==> config.mk <==
export PLATFORM = sky130hd
export DESIGN_NAME = color_nav_core
export DESIGN_NICKNAME = d
export VERILOG_FILES = /design/src/rtl/color_nav_core_pkg.sv /design/src/rtl/nav_pwm.sv /design/src/rtl/color_nav_core.sv
export SDC_FILE = /design/constraint.sdc
export NUM_CORES = 1
export LEC_CHECK = 0
export CAP_MARGIN = 20
export CORE_MARGIN = 4
export CORE_UTILIZATION = 44
export CTS_BUF_LIST = sky130_fd_sc_hd__clkbuf_8
export CTS_CLUSTER_DIAMETER = 150
export DETAILED_ROUTE_END_ITERATION = 6
export PLACE_DENSITY = 0.82
export SETUP_SLACK_MARGIN = 0.4
export SLEW_MARGIN = 20
export SYNTH_ARGS = -nofsm -noshare
export SYNTH_HDL_FRONTEND = slang
export SYNTH_SLANG_ARGS = --single-unit
==> constraint.sdc <==
create_clock -name clk -period 3.15 [get_ports clk]
set_clock_uncertainty 0.05 [all_clocks]
set_input_delay 0.63 -clock clk [delete_from_list [all_inputs] [get_ports clk]]
set_output_delay 0.63 -clock clk [all_outputs]
set_load 0.03 [all_outputs]
==> src/rtl/color_nav_core_pkg.sv <==
// rtl/color_nav_core_pkg.sv - shared state/colour encodings and default thresholds
package color_nav_core_pkg;

    typedef enum logic [2:0] {
        ST_IDLE   = 3'd0,
        ST_FWD    = 3'd1,
        ST_TURN_L = 3'd2,
        ST_TURN_R = 3'd3,
        ST_ROT    = 3'd4,
        ST_STOP   = 3'd5
    } nav_state_t;

    typedef enum logic [2:0] {
        CLS_NONE   = 3'd0,
        CLS_RED    = 3'd1,
        CLS_GREEN  = 3'd2,
        CLS_BLUE   = 3'd3,
        CLS_PURPLE = 3'd4,
        CLS_YELLOW = 3'd5
    } color_cls_t;

    localparam logic [7:0] DEF_TH_HI = 8'h96;
    localparam logic [7:0] DEF_TH_LO = 8'h32;
    localparam int         DEF_DEB   = 4;

endpackage

==> src/rtl/nav_pwm.sv <==
// rtl/nav_pwm.sv - one motor drive: free-running counter, period-boundary duty/dir latch, comparator
module nav_pwm #(
    parameter int PW = 8
) (
    input  logic          clk,
    input  logic          rst,
    input  logic [PW-1:0] duty,
    input  logic          dir_tgt,
    output logic          pwm,
    output logic          dir
);

    logic [PW-1:0] cnt;
    logic [PW-1:0] cnt_n;
    logic [PW-1:0] duty_q;
    logic [PW-1:0] duty_n;
    logic          wrap;

    // pwm is registered from next-cycle values so it always equals (cnt < duty_q)
    always_comb begin
        cnt_n  = cnt + 1'b1;
        wrap   = (cnt_n == '0);
        duty_n = wrap ? duty : duty_q;
    end

    always_ff @(posedge clk or negedge rst) begin
        if (!rst) begin
            cnt    <= '0;
            duty_q <= '0;
            pwm    <= 1'b0;
            dir    <= 1'b1;
        end else begin
            cnt    <= cnt_n;
            duty_q <= duty_n;
            pwm    <= (cnt_n < duty_n);
            if (wrap) begin
                dir <= dir_tgt;
            end
        end
    end

endmodule

==> src/rtl/color_nav_core.sv <==
// rtl/color_nav_core.sv - colour navigation: classifier, debouncer, manoeuvre FSM/timer, two PWM drives
module color_nav_core
    import color_nav_core_pkg::*;
#(
    parameter int            CW    = 8,
    parameter logic [CW-1:0] TH_HI = CW'(DEF_TH_HI),
    parameter logic [CW-1:0] TH_LO = CW'(DEF_TH_LO),
    parameter int            DEB   = DEF_DEB,
    parameter int            TW    = 6,
    parameter int            PW    = 8
) (
    input  logic          clk,
    input  logic          rst,
    input  logic          run,
    input  logic [CW-1:0] r,
    input  logic [CW-1:0] g,
    input  logic [CW-1:0] b,
    input  logic [TW-1:0] turn_len,
    input  logic [TW-1:0] rot_len,
    input  logic [PW-1:0] duty_fwd,
    input  logic [PW-1:0] duty_turn,
    output logic          motor_l,
    output logic          motor_r,
    output logic          dir_l,
    output logic          dir_r,
    output logic [2:0]    state_code
);

    localparam int DW = $clog2(DEB + 1);

    color_cls_t    cls;
    color_cls_t    cand;
    color_cls_t    last_cls;
    logic [DW-1:0] deb_cnt;
    logic [DW-1:0] deb_next;
    logic          accept_set;
    logic          accept;

    nav_state_t    state;
    nav_state_t    state_n;
    logic [TW-1:0] tmr;
    logic [TW-1:0] tmr_n;
    logic [TW-1:0] turn_ld;
    logic [TW-1:0] rot_ld;
    logic          done;

    logic [PW-1:0] duty_l_tgt;
    logic [PW-1:0] duty_r_tgt;
    logic          dir_l_tgt;
    logic          dir_r_tgt;

    logic r_hi, g_hi, b_hi, r_lo, g_lo, b_lo;

    assign r_hi = (r >= TH_HI);
    assign g_hi = (g >= TH_HI);
    assign b_hi = (b >= TH_HI);
    assign r_lo = (r < TH_LO);
    assign g_lo = (g < TH_LO);
    assign b_lo = (b < TH_LO);

    always_comb begin
        cls = CLS_NONE;
        if (r_hi && g_lo && b_lo)      cls = CLS_RED;
        else if (g_hi && r_lo && b_lo) cls = CLS_GREEN;
        else if (b_hi && r_lo && g_lo) cls = CLS_BLUE;
        else if (r_hi && g_hi && b_lo) cls = CLS_YELLOW;
        else if (r_hi && b_hi && g_lo) cls = CLS_PURPLE;
    end

    // run length of the current class, saturating at DEB; none clears it
    always_comb begin
        deb_next = '0;
        if (cls != CLS_NONE) begin
            if (cls != cand)              deb_next = DW'(1);
            else if (deb_cnt >= DW'(DEB)) deb_next = deb_cnt;
            else                          deb_next = deb_cnt + 1'b1;
        end
    end

    assign accept_set = (cls != CLS_NONE) && (deb_next == DW'(DEB)) && (cls != last_cls);

    always_ff @(posedge clk or negedge rst) begin
        if (!rst) begin
            cand     <= CLS_NONE;
            deb_cnt  <= '0;
            last_cls <= CLS_NONE;
            accept   <= 1'b0;
        end else begin
            cand    <= cls;
            deb_cnt <= deb_next;
            accept  <= accept_set;
            if (accept_set) begin
                last_cls <= cls;
            end
        end
    end

    assign turn_ld = (turn_len == '0) ? TW'(1) : turn_len;
    assign rot_ld  = (rot_len == '0)  ? TW'(1) : rot_len;
    assign done    = (tmr == TW'(1));

    always_comb begin
        state_n = state;
        tmr_n   = tmr;
        if (!run) begin
            state_n = ST_IDLE;
            tmr_n   = '0;
        end else begin
            case (state)
                ST_IDLE: state_n = ST_FWD;
                ST_FWD, ST_STOP: begin
                    if (accept) begin
                        case (last_cls)
                            CLS_GREEN:  state_n = ST_FWD;
                            CLS_RED:    state_n = ST_STOP;
                            CLS_BLUE: begin
                                state_n = ST_TURN_L;
                                tmr_n   = turn_ld;
                            end
                            CLS_YELLOW: begin
                                state_n = ST_TURN_R;
                                tmr_n   = turn_ld;
                            end
                            CLS_PURPLE: begin
                                state_n = ST_ROT;
                                tmr_n   = rot_ld;
                            end
                            default: state_n = state;
                        endcase
                    end
                end
                ST_TURN_L, ST_TURN_R, ST_ROT: begin
                    // accept pulses are ignored here; done always returns to FWD
                    tmr_n = tmr - 1'b1;
                    if (done) begin
                        state_n = ST_FWD;
                    end
                end
                default: state_n = ST_IDLE;
            endcase
        end
    end

    always_ff @(posedge clk or negedge rst) begin
        if (!rst) begin
            state <= ST_IDLE;
            tmr   <= '0;
        end else begin
            state <= state_n;
            tmr   <= tmr_n;
        end
    end

    assign state_code = state;

    always_comb begin
        duty_l_tgt = '0;
        duty_r_tgt = '0;
        dir_l_tgt  = 1'b1;
        dir_r_tgt  = 1'b1;
        case (state)
            ST_FWD: begin
                duty_l_tgt = duty_fwd;
                duty_r_tgt = duty_fwd;
            end
            ST_TURN_L: duty_r_tgt = duty_turn;
            ST_TURN_R: duty_l_tgt = duty_turn;
            ST_ROT: begin
                duty_l_tgt = duty_turn;
                duty_r_tgt = duty_turn;
                dir_l_tgt  = 1'b0;
            end
            default: ;
        endcase
    end

    nav_pwm #(.PW(PW)) u_pwm_l (
        .clk     (clk),
        .rst     (rst),
        .duty    (duty_l_tgt),
        .dir_tgt (dir_l_tgt),
        .pwm     (motor_l),
        .dir     (dir_l)
    );

    nav_pwm #(.PW(PW)) u_pwm_r (
        .clk     (clk),
        .rst     (rst),
        .duty    (duty_r_tgt),
        .dir_tgt (dir_r_tgt),
        .pwm     (motor_r),
        .dir     (dir_r)
    );

endmodule

### After elaboration in Yosys (flattened, before gate mapping)

Cells that the tools add are included.

| storage, ports and cells | value |
|---|---|
| register bits | 54 |
| latch bits | 0 |
| RAM bits | 0 |
| memory bits (read-only) | 0 |
| input port bits | 55 |
| output and inout bits | 7 |
| word-level logic and storage cells | 94 |
| memories | 0 |

| operators by class | value |
|---|---|
| add/sub/neg operators | 4 |
| multiply operators | 0 |
| div/mod/pow operators | 0 |
| order comparisons | 9 |
| equal/unequal tests | 19 |
| shifts and indexed selects | 0 |
| multiplexer cells | 24 |
| bitwise gates (word level) | 0 |
| reduce and logical (&&, ||, !) cells | 25 |

Operator list:

| kind | count |
|---|---|
| 2-to-1 mux 3 bit | 11 |
| case mux 8 bit (2 select lines) | 2 |
| greater-or-equal comparator 8 bit (second input constant) | 3 |
| < comparator 8 x 6 -> 1 bit (second input constant) | 3 |
| 2-to-1 mux 6 bit | 4 |
| case mux 6 bit (2 select lines) | 2 |
| adder 8 x 1 -> 8 bit (second input constant) | 2 |
| logical NOT 8 bit | 2 |
| < comparator 8 bit | 2 |
| 2-to-1 mux 8 bit | 2 |
| == test 3 bit (second input constant) | 5 |
| case mux 3 bit (5 select lines) | 1 |
| == test 3 x 2 -> 1 bit (second input constant) | 4 |
| logical AND 1 bit | 12 |
| logical NOT 6 bit | 2 |
| case mux 3 bit (3 select lines) | 1 |
| OR reduction 2 bit | 4 |
| inequality test 7 bit (second input constant) | 1 |
| == test 3 x 1 -> 1 bit (second input constant) | 2 |
| == test 6 x 1 -> 1 bit (second input constant) | 1 |
| inequality test 3 bit | 2 |
| inequality test 3 bit (second input constant) | 2 |
| AND reduction 3 bit | 2 |
| subtractor 6 x 1 -> 6 bit (second input constant) | 1 |
| other kinds (8) | 8 |

### Depth between registers and ports, before layout

| logic depth | value |
|---|---|
| depth in word-level cells | 14 |
| depth in mapped cells | 13 |
| depth with buffers taken out | 12 |

### Cells and area by module

From an unflattened synthesis, not the netlist that was laid out.

| second synthesis, totals | value |
|---|---|
| cells, all modules | 397 |
| area, all modules | 3853.7 µm² |

Modules (own cells, without submodules):

| module | times used | cells an instance | area each (µm²) | sequential area each (µm²) |
|---|---|---|---|---|
| nav_pwm | 2 | 81 | 1017.2 | 451.7 |
| color_nav_core | 1 | 235 | 1819.2 | 475.5 |

### Least setup slack after synthesis

OpenSTA, ideal clock, no wires.

| timing | value |
|---|---|
| path kind | register -> register |
| start point | register u_pwm_l.cnt[0] |
| end point | register u_pwm_l.pwm |
| setup time | 0.082 ns |
| data arrival time | 3.034 ns |
| required time | 3.018 ns |
| setup slack | -0.016 ns |
| stages on the path, launching flop included | 12 |
| path buffers | 1 |
| period minus slack after synthesis | 3.166 ns |
| cell sequence | dfrtp_1 > ha_1 > or4_1 > o21ai_0 > nand4_1 > clkbuf_1 > o21a_1 > ha_1 > a21o_1 > a21o_1 > a221o_1 > a31oi_1 |

| on the way | value |
|---|---|
| word-level cells in the longest chain between the ends | 4 |

RTL lines:

| what | RTL line | text |
|---|---|---|
| start, declared | nav_pwm.sv:13 | `logic [PW-1:0] cnt;` |
| start signal, assigned | nav_pwm.sv:33 | `cnt <= cnt_n;` |
| adder 8 x 1 -> 8 bit (*) | nav_pwm.sv:21 | `cnt_n = cnt + 1'b1;` |
| logical NOT 8 bit | nav_pwm.sv:22 | `wrap = (cnt_n == '0);` |
| 2-to-1 mux 8 bit | nav_pwm.sv:23 | `duty_n = wrap ? duty : duty_q;` |
| < comparator 8 bit (*) | nav_pwm.sv:35 | `pwm <= (cnt_n < duty_n);` |
| end signal, assigned | nav_pwm.sv:35 |  |
| end, declared | nav_pwm.sv:9 | `output logic pwm,` |

Mark *: on every way between the ends. The rest lies on a longest branch, timed or not.
A chain may end at the register's enable or synchronous reset.

### Worst setup path after layout

Same ends and word-level chain as after synthesis.

==> results by group <==
Pwr
  • Comb pwr share: 0.175
  • Int Power: 1.001 mW
  • Total power: 1.357 mW
  • NetSw: 0.3558 mW
  • Clk pwr share: 0.297
  • Flop pwr share: 0.528
  • Max VDD drop: 0.0001403 V
  • Sw frac: 0.2622
  • Leak Pwr: 2.178 nW
  • Pwr dens: 290.7 mW/mm²

CTS
  • CTS Hold Bufs: 0
  • CTS tree: built
  • Total CTS buffers: 5
  • Max Buffers Root-to-Sink: 2
  • Clock Latency Late Sink: 0.31 ns
  • Worst-path clk slew: 0.09 ns
  • CTS root buf: clkbuf_8
  • Sink Count: 54
  • H-tree depth: 2

Floorplanning
  • Die height: 96.38 µm
  • Die Span X: 96.38 µm
  • Core area: 0.007408 mm²
  • Site row count: 31
  • Initial core utilization: 0.4639
  • # IOs: 62
  • Die ar.: 0.009289 mm²

Synthesis
  • Synth Flop Type: dfrtp_1
  • Number of standard cells after synthesis: 355
  • EDFF count, synth: 0
  • Post-synthesis cell area: 0.003437 mm²
  • Register area share after synthesis: 0.3935
  • Dominant cells by area after synthesis: dfrtp_1 (39%), ha_1 (8.0%), mux2_2 (2.9%), a22o_1 (2.8%), o21ai_0 (2.8%)
  • Post-synth ARST share: 1.000
  • Synth top area share: 0.3859
  • Syn avg cell area: 9.682 µm²
  • Yosys cell types: 66
  • #FFs+latches synth: 54
  • Synth area leader: dfrtp_1
  • Warnings, synthesis: 0
  • Post-Syn Nets: 432

STA
  • Max_slew headroom: 0.4437
  • Tmin final: 2.991 ns
  • Fmax achieved: 0.3343 GHz
  • Final TNS setup: 0 ns
  • Unrepaired setup endpoints after global routing: true
  • Final Max Tran Viols: 0
  • # setup viols final: 0
  • Final Cycle Share: 0.9497
  • PnR worst setup slack: 0.1585 ns
  • Hold Fails Final Rpt: 0
  • Worst Max-Slew Pin Slew: 0.8314 ns

Worst setup path
  • Critical path type: flop to flop
  • Startpoint Class: flop
  • Reg2reg end: u_pwm_l.pwm
  • Critical path data arrival time: 3.17 ns
  • Reg2reg path depth: 10
  • Critical Path RT: 3.33 ns
  • Worst setup path end: u_pwm_l.pwm
  • Crit. Startpoint: u_pwm_l.cnt[0]
  • Reg2Reg Setup Slack: 0.16 ns
  • CP endpoint kind: flop
  • Crit Reg-Reg Startpoint: u_pwm_l.cnt[0]
  • Critical path fanouts, max: 10

Run
  • Max-cap viol count: 0

Global routing
  • First-pass GRT wire length: 14010 µm
  • Total gr overflow: 0
  • Initial antenna violation count: 0
  • All-Layer GR Usage: 0.1900
  • Largest net degree at the start of global routing: 29
  • Vias in the first global route: 3042

Cells and area
  • Fillers: 605
  • Most frequent cells in the layout: clkdlybuf4s50_1 (51), dfrtp_1 (50), buf_4 (30)
  • Most common cell after layout, fill and taps aside: clkdlybuf4s50_1
  • Layout Area Growth over Synthesis: 35.78%
  • Share of cells above drive strength 1: 0.2122
  • Antenna cells: 0
  • Fin util: 0.6300
  • Fin nets: 519

Outcome
  • Status: completed

Drt
  • DRT iter0 DRCs: 101
  • TritonRoute pass-1 iters: 5
  • Final Routed Wirelength: 8758 µm
  • ANT nets after route: 0
  • DRC: 0
  • Drt wl/cell: 16.16 µm
  • Vias per cell: 5.631
  • Detailed-route via count: 3052

Min path
  • Hold/Removal Path Class: primary input to asynchronous set/reset pin

Placed design
  • Post-Place Worst Slack: 0.005435 ns
  • Placer Congestion: 0.8601
  • Port Buf Inserts: 57
  • Post-DP HPWL: 6122 µm
## worst min path at each step
stage	cells after the start	end	slack [ns]
floorplan	0	accept	0.28
global placement	1	u_pwm_r.cnt[7]	0.43
detailed placement	2	u_pwm_r.duty_q[6]	0.43
CTS	2	u_pwm_l.duty_q[4]	0.26
global route	2	tmr[2]	0.28
finish	2	tmr[2]	0.26
## final cells by class
| type | count | area, µm² | area share |
|---|---|---|---|
| clock buffer | 6 | 82.58 | 0.01769 |
| clock inverter | 2 | 8.758 | 0.001877 |
| inverter | 24 | 90.09 | 0.01930 |
| multi-input combinational | 267 | 2168 | 0.4646 |
| sequential | 54 | 1356 | 0.2906 |
| tap | 99 | 123.9 | 0.02654 |
| timing repair buffer | 90 | 837.1 | 0.1794 |
## per-layer routing
layer  GRT usage  vias up  wire, µm  share of wire
li1            -     1494         -              -
met1      0.2264     1479      3588           0.41
met2      0.3485       66      4679           0.53
met3     0.03486       13       360          0.041
met4     0.05257        0       131          0.015
met5           0        -         0              0
## kinds of logic (layout without fill, tap and decap cells)
logic type / after synthesis / count (layout) / synth area share
xor gates and xnor gates: 16 / 16 / 0.04077
other: 1 / 1 / 0.001091
and+or+nand+nor: 107 / 107 / 0.1693
DFF: 54 / 54 / 0.3935
buffers and inverters: 34 / 122 / 0.04041
adders and majority gates: 22 / 22 / 0.08009
AOI/OAI and AO/OA: 103 / 103 / 0.2177
muxes: 18 / 18 / 0.05715
## cells in the mapped netlist, types with 3 or more instances
| library cell | instances |
|---|---|
| a21oi_1 | 12 |
| mux2i_1 | 8 |
| nand2_1 | 25 |
| xnor2_1 | 10 |
| and3_1 | 6 |
| o21a_1 | 9 |
| a31oi_1 | 3 |
| nor2_1 | 19 |
| clkbuf_1 | 8 |
| dfrtp_1 | 53 |
| a22oi_1 | 8 |
| o31ai_1 | 3 |
| a21o_1 | 5 |
| o21ai_0 | 19 |
| and4_1 | 3 |
| nor3_1 | 9 |
| mux2_2 | 9 |
| a211oi_1 | 7 |
| nand2b_1 | 5 |
| xor2_1 | 6 |
| a211o_1 | 3 |
| a22o_1 | 11 |
| nand3_1 | 12 |
| and2_1 | 4 |
| inv_1 | 24 |
| nand4_1 | 6 |
| ha_1 | 22 |
## through the flow
| stage | std cells | instance area, µm² | hold slack (ns) |
|---|---|---|---|
| floorplan | 355 | 3486 | 0.2844 |
| global placement | 510 | 4183 | 0.4277 |
| detailed placement | 510 | 4183 | 0.4302 |
| CTS | 533 | 4446 | 0.2636 |
| global route | 542 | 4667 | 0.2770 |
| finish | 542 | 4667 | 0.2565 |
## worst max-delay path: stages (launching register included)
cell and delay [ns]:
dfrtp_2 0.46, ha_4 0.19, or4_1 0.42, o21ai_2 0.10, nand4_1 0.19, buf_6 0.20
o21a_1 0.21, ha_1 0.32, and4_1 0.24, a221o_1 0.32, a31oi_2 0.19
## registers in the layout, indices dropped and copies added (netlist names)
signal and count:
u_pwm_l.duty_q 8, deb_cnt 3, cand 3, u_pwm_r.pwm 1, state_code 3, u_pwm_r.duty_q 8, u_pwm_l.dir 1, last_cls 3
u_pwm_l.pwm 1, tmr 6, accept 1, u_pwm_l.cnt 8, u_pwm_r.cnt 8
## power groups by stage
stage | combinational (mW) | sequential [mW] | clock (mW)
6_report | 0.238 | 0.717 | 0.402
5_1_grt | 0.261 | 0.718 | 0.437
4_1_cts | 0.222 | 0.716 | 0.409
3_5_place_dp | 0.220 | 0.730 | 0
3_3_place_gp | 0.214 | 0.728 | 0
2_1_floorplan | 0.102 | 0.729 | 0
## repair_timing
action | in CTS | in global routing
hold endpoints to repair | 0 | 0
endpoints found under the setup margin | 5 | 5
resized for setup | 12 | 31
pin swaps | 2 | 15
setup buffers | 15 | 9
Power figures use the tool's default switching activity.
==> RTL edit 1: new RTL, config.mk and constraints unchanged <==
Reset style: synchronous (`rst`), changed in 3 clocked blocks.
--- a/src/rtl/nav_pwm.sv
+++ b/src/rtl/nav_pwm.sv
@@ -23,7 +23,7 @@
         duty_n = wrap ? duty : duty_q;
     end
 
-    always_ff @(posedge clk or negedge rst) begin
+    always_ff @(posedge clk) begin
         if (!rst) begin
             cnt    <= '0;
             duty_q <= '0;
--- a/src/rtl/color_nav_core.sv
+++ b/src/rtl/color_nav_core.sv
@@ -79,7 +79,7 @@
 
     assign accept_set = (cls != CLS_NONE) && (deb_next == DW'(DEB)) && (cls != last_cls);
 
-    always_ff @(posedge clk or negedge rst) begin
+    always_ff @(posedge clk) begin
         if (!rst) begin
             cand     <= CLS_NONE;
             deb_cnt  <= '0;
@@ -141,7 +141,7 @@
         end
     end
 
-    always_ff @(posedge clk or negedge rst) begin
+    always_ff @(posedge clk) begin
         if (!rst) begin
             state <= ST_IDLE;
             tmr   <= '0;
Check against the original RTL: differs if rst is asserted again (counterexample within 4 cycles, from zero or initial values and one cycle with rst low); with rst held inactive, the same outputs for 10 cycles.
==> RTL edit 1 against the original RTL <==
- sequential cell count stayed put
- die area is 9.2% lower
- setup slack worse by 0.054 ns
- hold slack better by 0.19 ns
- cell count is 3.5% higher
- power is 13% higher
- clock power is 18% higher
- design area is 0.30% lower
- routed wire length is 18% higher
- synthesized area is 10% lower
==> RTL edit 1: results (changes against the original RTL) <==
- Placed Cells: 526 (+3.1%)
- Status: finished, final reports clean
- First-pass GRT wire length: 14.4 mm (+3.0%)
- Peak supply drop: 223 uV (+59%)
- Gr usage total: 20.7% (+1.7 points)
- Wire length on met2: 5.09 mm (+8.7%)
- Critical path arrival: 3.20 ns (+0.03 ns)
- Internal power: 1.10 mW (+10%)
- Dpl ws: -0.137 ns (-0.143 ns)
- Net count after synthesis: 451 (+4.4%)
- Synth area leaders: dfxtp_1 (35%), ha_1 (8.9%), nor2_1 (7.5%), a21oi_1 (4.7%), a22oi_1 (3.9%)
- Clk_lat worst skew: 0.34 ns (+0.03 ns)
- DP Wirelength: 5.74 mm (-6.3%)
- Initial drt markers: 176 (+74%)
- Gpl congestion: 0.881 (+2.5%)
- R2R setup slack: 0.10 ns (-0.05 ns)
- Slew headroom: 61.0% (+17 points)
- GR Util met1: 23.6% (+1.0 points)
- RR Endpoint: u_pwm_l.pwm
- Combinational gate power: 0.337 mW (+42%)
- Nets: 541 (+4.2%)
- Setup crit start: u_pwm_l.cnt[0]
- Pin count of the biggest net entering global routing: 17 (-41%)
- Hold Crit Class: reg -> reg
- WL met1: 3.99 mm (+11%)
- M2 GR Usage: 36.9% (+2.1 points)
-- RTL edit 1: cell count changes in the layout (fill, tap and decap cells not counted), moves of 10 or more --
cell and change:
dfxtp_1 +48, dfrtp_1 -50, and2_1 +10, o21ai_0 -13, nor2_1 +36
-- RTL edit 1: cell type report --
cell class	instances	area (um2)	share of cell area, %
multi-input cells	289	2360	50.7
flip-flops and latches	54	1100	23.6
repair buffers	96	903	19.4
well taps	96	120	2.58
clock buffers	5	68.8	1.48
inverters	18	67.6	1.45
clock inverters	3	40.0	0.860
-- RTL edit 1: cell families after synthesis --
family,after synthesis
AOI/OAI and AO/OA,93
xor gates and xnor gates,18
adders and majority gates,22
buffers and inverters,31
DFF,54
muxes,12
other,1
and+or+nand+nor,143
-- RTL edit 1: timing repair --
item,CTS,global route
setup endpoints to repair,6,8
gates resized for setup,62,70
pin swaps,34,35
cloned,1,0
setup buffers,16,10
==> RTL edit 2: new RTL, same flow settings <==
Without the edit above. `PW` is set to 8 in 2 places; all go to 7.
--- a/src/rtl/nav_pwm.sv
+++ b/src/rtl/nav_pwm.sv
@@ -1,6 +1,6 @@
 // rtl/nav_pwm.sv - one motor drive: free-running counter, period-boundary duty/dir latch, comparator
 module nav_pwm #(
-    parameter int PW = 8
+    parameter int PW = 7
 ) (
     input  logic          clk,
     input  logic          rst,
--- a/src/rtl/color_nav_core.sv
+++ b/src/rtl/color_nav_core.sv
@@ -7,7 +7,7 @@
     parameter logic [CW-1:0] TH_LO = CW'(DEF_TH_LO),
     parameter int            DEB   = DEF_DEB,
     parameter int            TW    = 6,
-    parameter int            PW    = 8
+    parameter int            PW    = 7
 ) (
     input  logic          clk,
     input  logic          rst,
Ports: changed (resized duty_fwd and duty_turn); port bits go from 62 to 60. The function was not compared with the original's and may differ.
==> RTL edit 2 against the original RTL <==
- sequential cell count down 4
- routed wire length down 18%
- synthesized area shrank 9.6%
- power fell by 3.9%
- setup slack better by 0.11 ns
- combinational power fell by 22%
- design area decreased by 9.5%
- clock power increased by 13%
==> RTL edit 2: results (changes against the original RTL) <==
- Status: finished, final reports clean
- DR vias: 2640 (-13%)
- Routed length on met3: 277 um (-23%)
- M2 GR Usage: 29.3% (-5.5 points)
- Pin count of the biggest net entering global routing: 21 (-28%)
- Wire length on met2: 3.88 mm (-17%)
- DP Wirelength: 5.21 mm (-15%)
- WL met1: 2.92 mm (-19%)
- GR Util met1: 19.3% (-3.3 points)
- Synth area leaders: dfrtp_1 (39%), ha_1 (8.1%), mux2i_1 (5.5%), a22o_1 (4.5%), inv_1 (3.3%)
- Nets: 460 (-11%)
- Seq/Total Area, Yosys: 40.3% (+0.95 points)
- Peak supply drop: 214 uV (+52%)
- Mean Syn Cell Area: 10.0 um2 (+3.6%)
- Net count after synthesis: 383 (-11%)
- Initial drt markers: 152 (+50%)
- Routed len/inst: 14.9 um (-7.8%)
- DRT Wirelength: 7.21 mm (-18%)
- CP max stage delay: 0.40 ns (-0.06 ns)
- Most frequent cells after synthesis: dfrtp_1 (49), inv_1 (27), ha_1 (20), nor2_1 (18), mux2i_1 (17)
- First-pass GRT wire length: 11.5 mm (-18%)
- Port bufs: 55 (-3.5%)
- Yosys cell types: 59 (-11%)
- FF-to-FF path depth: 13 (+3)
- Layout cells sized above 1: 19.1% (-2.1 points)
- R2R Path Start: u_pwm_r.cnt[1]
- Gpl congestion: 0.761 (-11%)
- R2R setup slack: 0.27 ns (+0.11 ns)
- Gr usage total: 16.4% (-2.6 points)
==> RTL edit 2: cell count changes after synthesis, sizes merged, moves of 4 or more <==
| cell | delta |
|---|---|
| nand4 | -5 |
| a22oi | -8 |
| buf | +5 |
| a21o | -5 |
| nand2 | -9 |
| mux2i | +9 |
| dfrtp | -4 |
| a22o | +5 |
| o21ai | -4 |
| o21a | -9 |
| and3 | -4 |
| clkbuf | -4 |
==> RTL edit 2: worst max path at each step <==
stage | endpoint | slack (ns) | cells after the start
2_1_floorplan | u_pwm_r.pwm | 0.42 | 12
4_1_cts | u_pwm_r.pwm | 0.37 | 12
3_3_place_gp | u_pwm_r.pwm | 0.23 | 12
3_5_place_dp | u_pwm_r.pwm | 0.19 | 12
5_1_grt | u_pwm_r.pwm | 0.16 | 14
6_report | u_pwm_r.pwm | 0.27 | 13
==> RTL edit 2: stage by stage <==
stage | worst slack [ns] | utilization, % | power (mW) | instance area [um2] | hold slack (ns)
2_1_floorplan | 0.425 | - | 0.752 | 3110 | 0.284
3_3_place_gp | 0.228 | 55.2 | 0.852 | 3770 | 0.421
3_5_place_dp | 0.186 | 55.2 | 0.857 | 3770 | 0.427
4_1_cts | 0.373 | 58.4 | 1.32 | 3990 | 0.209
5_1_grt | 0.163 | 61.8 | 1.37 | 4220 | 0.223
6_report | 0.270 | 61.8 | 1.30 | 4220 | 0.198
==> RTL edit 2: power by group <==
| group | internal, mW | switching (mW) |
|---|---|---|
| logic | 0.0985 | 0.0875 |
| clock network | 0.238 | 0.218 |
| registers | 0.651 | 0.0114 |
| total | 0.987 | 0.317 |
==> RTL edit 2: area by class of cell <==
type                            instances  area share (%)
Clock buffer                            5            1.63
Clock inverter                          3            1.04
Inverter                               27            2.40
Multi-Input combinational cell        222            44.7
Sequential cell                        50            29.7
Tap cell                               96            2.84
Timing Repair Buffer                   81            17.7
==> RTL edit 2: worst register-to-register path, stage by stage (launching register included) <==
cell	delay, ns
dfrtp_1	0.40
buf_4	0.13
buf_4	0.10
nand3_1	0.12
xnor2_2	0.21
nor4_2	0.16
nor3b_2	0.25
buf_6	0.20
mux2i_4	0.27
ha_4	0.23
a21oi_1	0.14
o22ai_1	0.11
or3_1	0.33
o21ai_2	0.12
==> RTL edit 2: cells by family (layout without fill, tap and decap cells) <==
kind of cell / Yosys count / count (layout) / share of synthesized area, %
compound gates: 76 / 76 / 18.4
xor+xnor: 18 / 18 / 5.31
mux: 24 / 24 / 8.49
flops: 50 / 50 / 40.3
simple gates: 83 / 83 / 14.3
other cells: 1 / 1 / 0.121
buf+inv: 38 / 116 / 5.03
fa+ha+maj: 20 / 20 / 8.05
==> RTL edit 2: repair_timing <==
item                       CTS  global route
buffers inserted            10             9
pin swaps                    9             9
gates resized for setup      7            24
cloned                       0             0
setup endpoints to repair    2             2
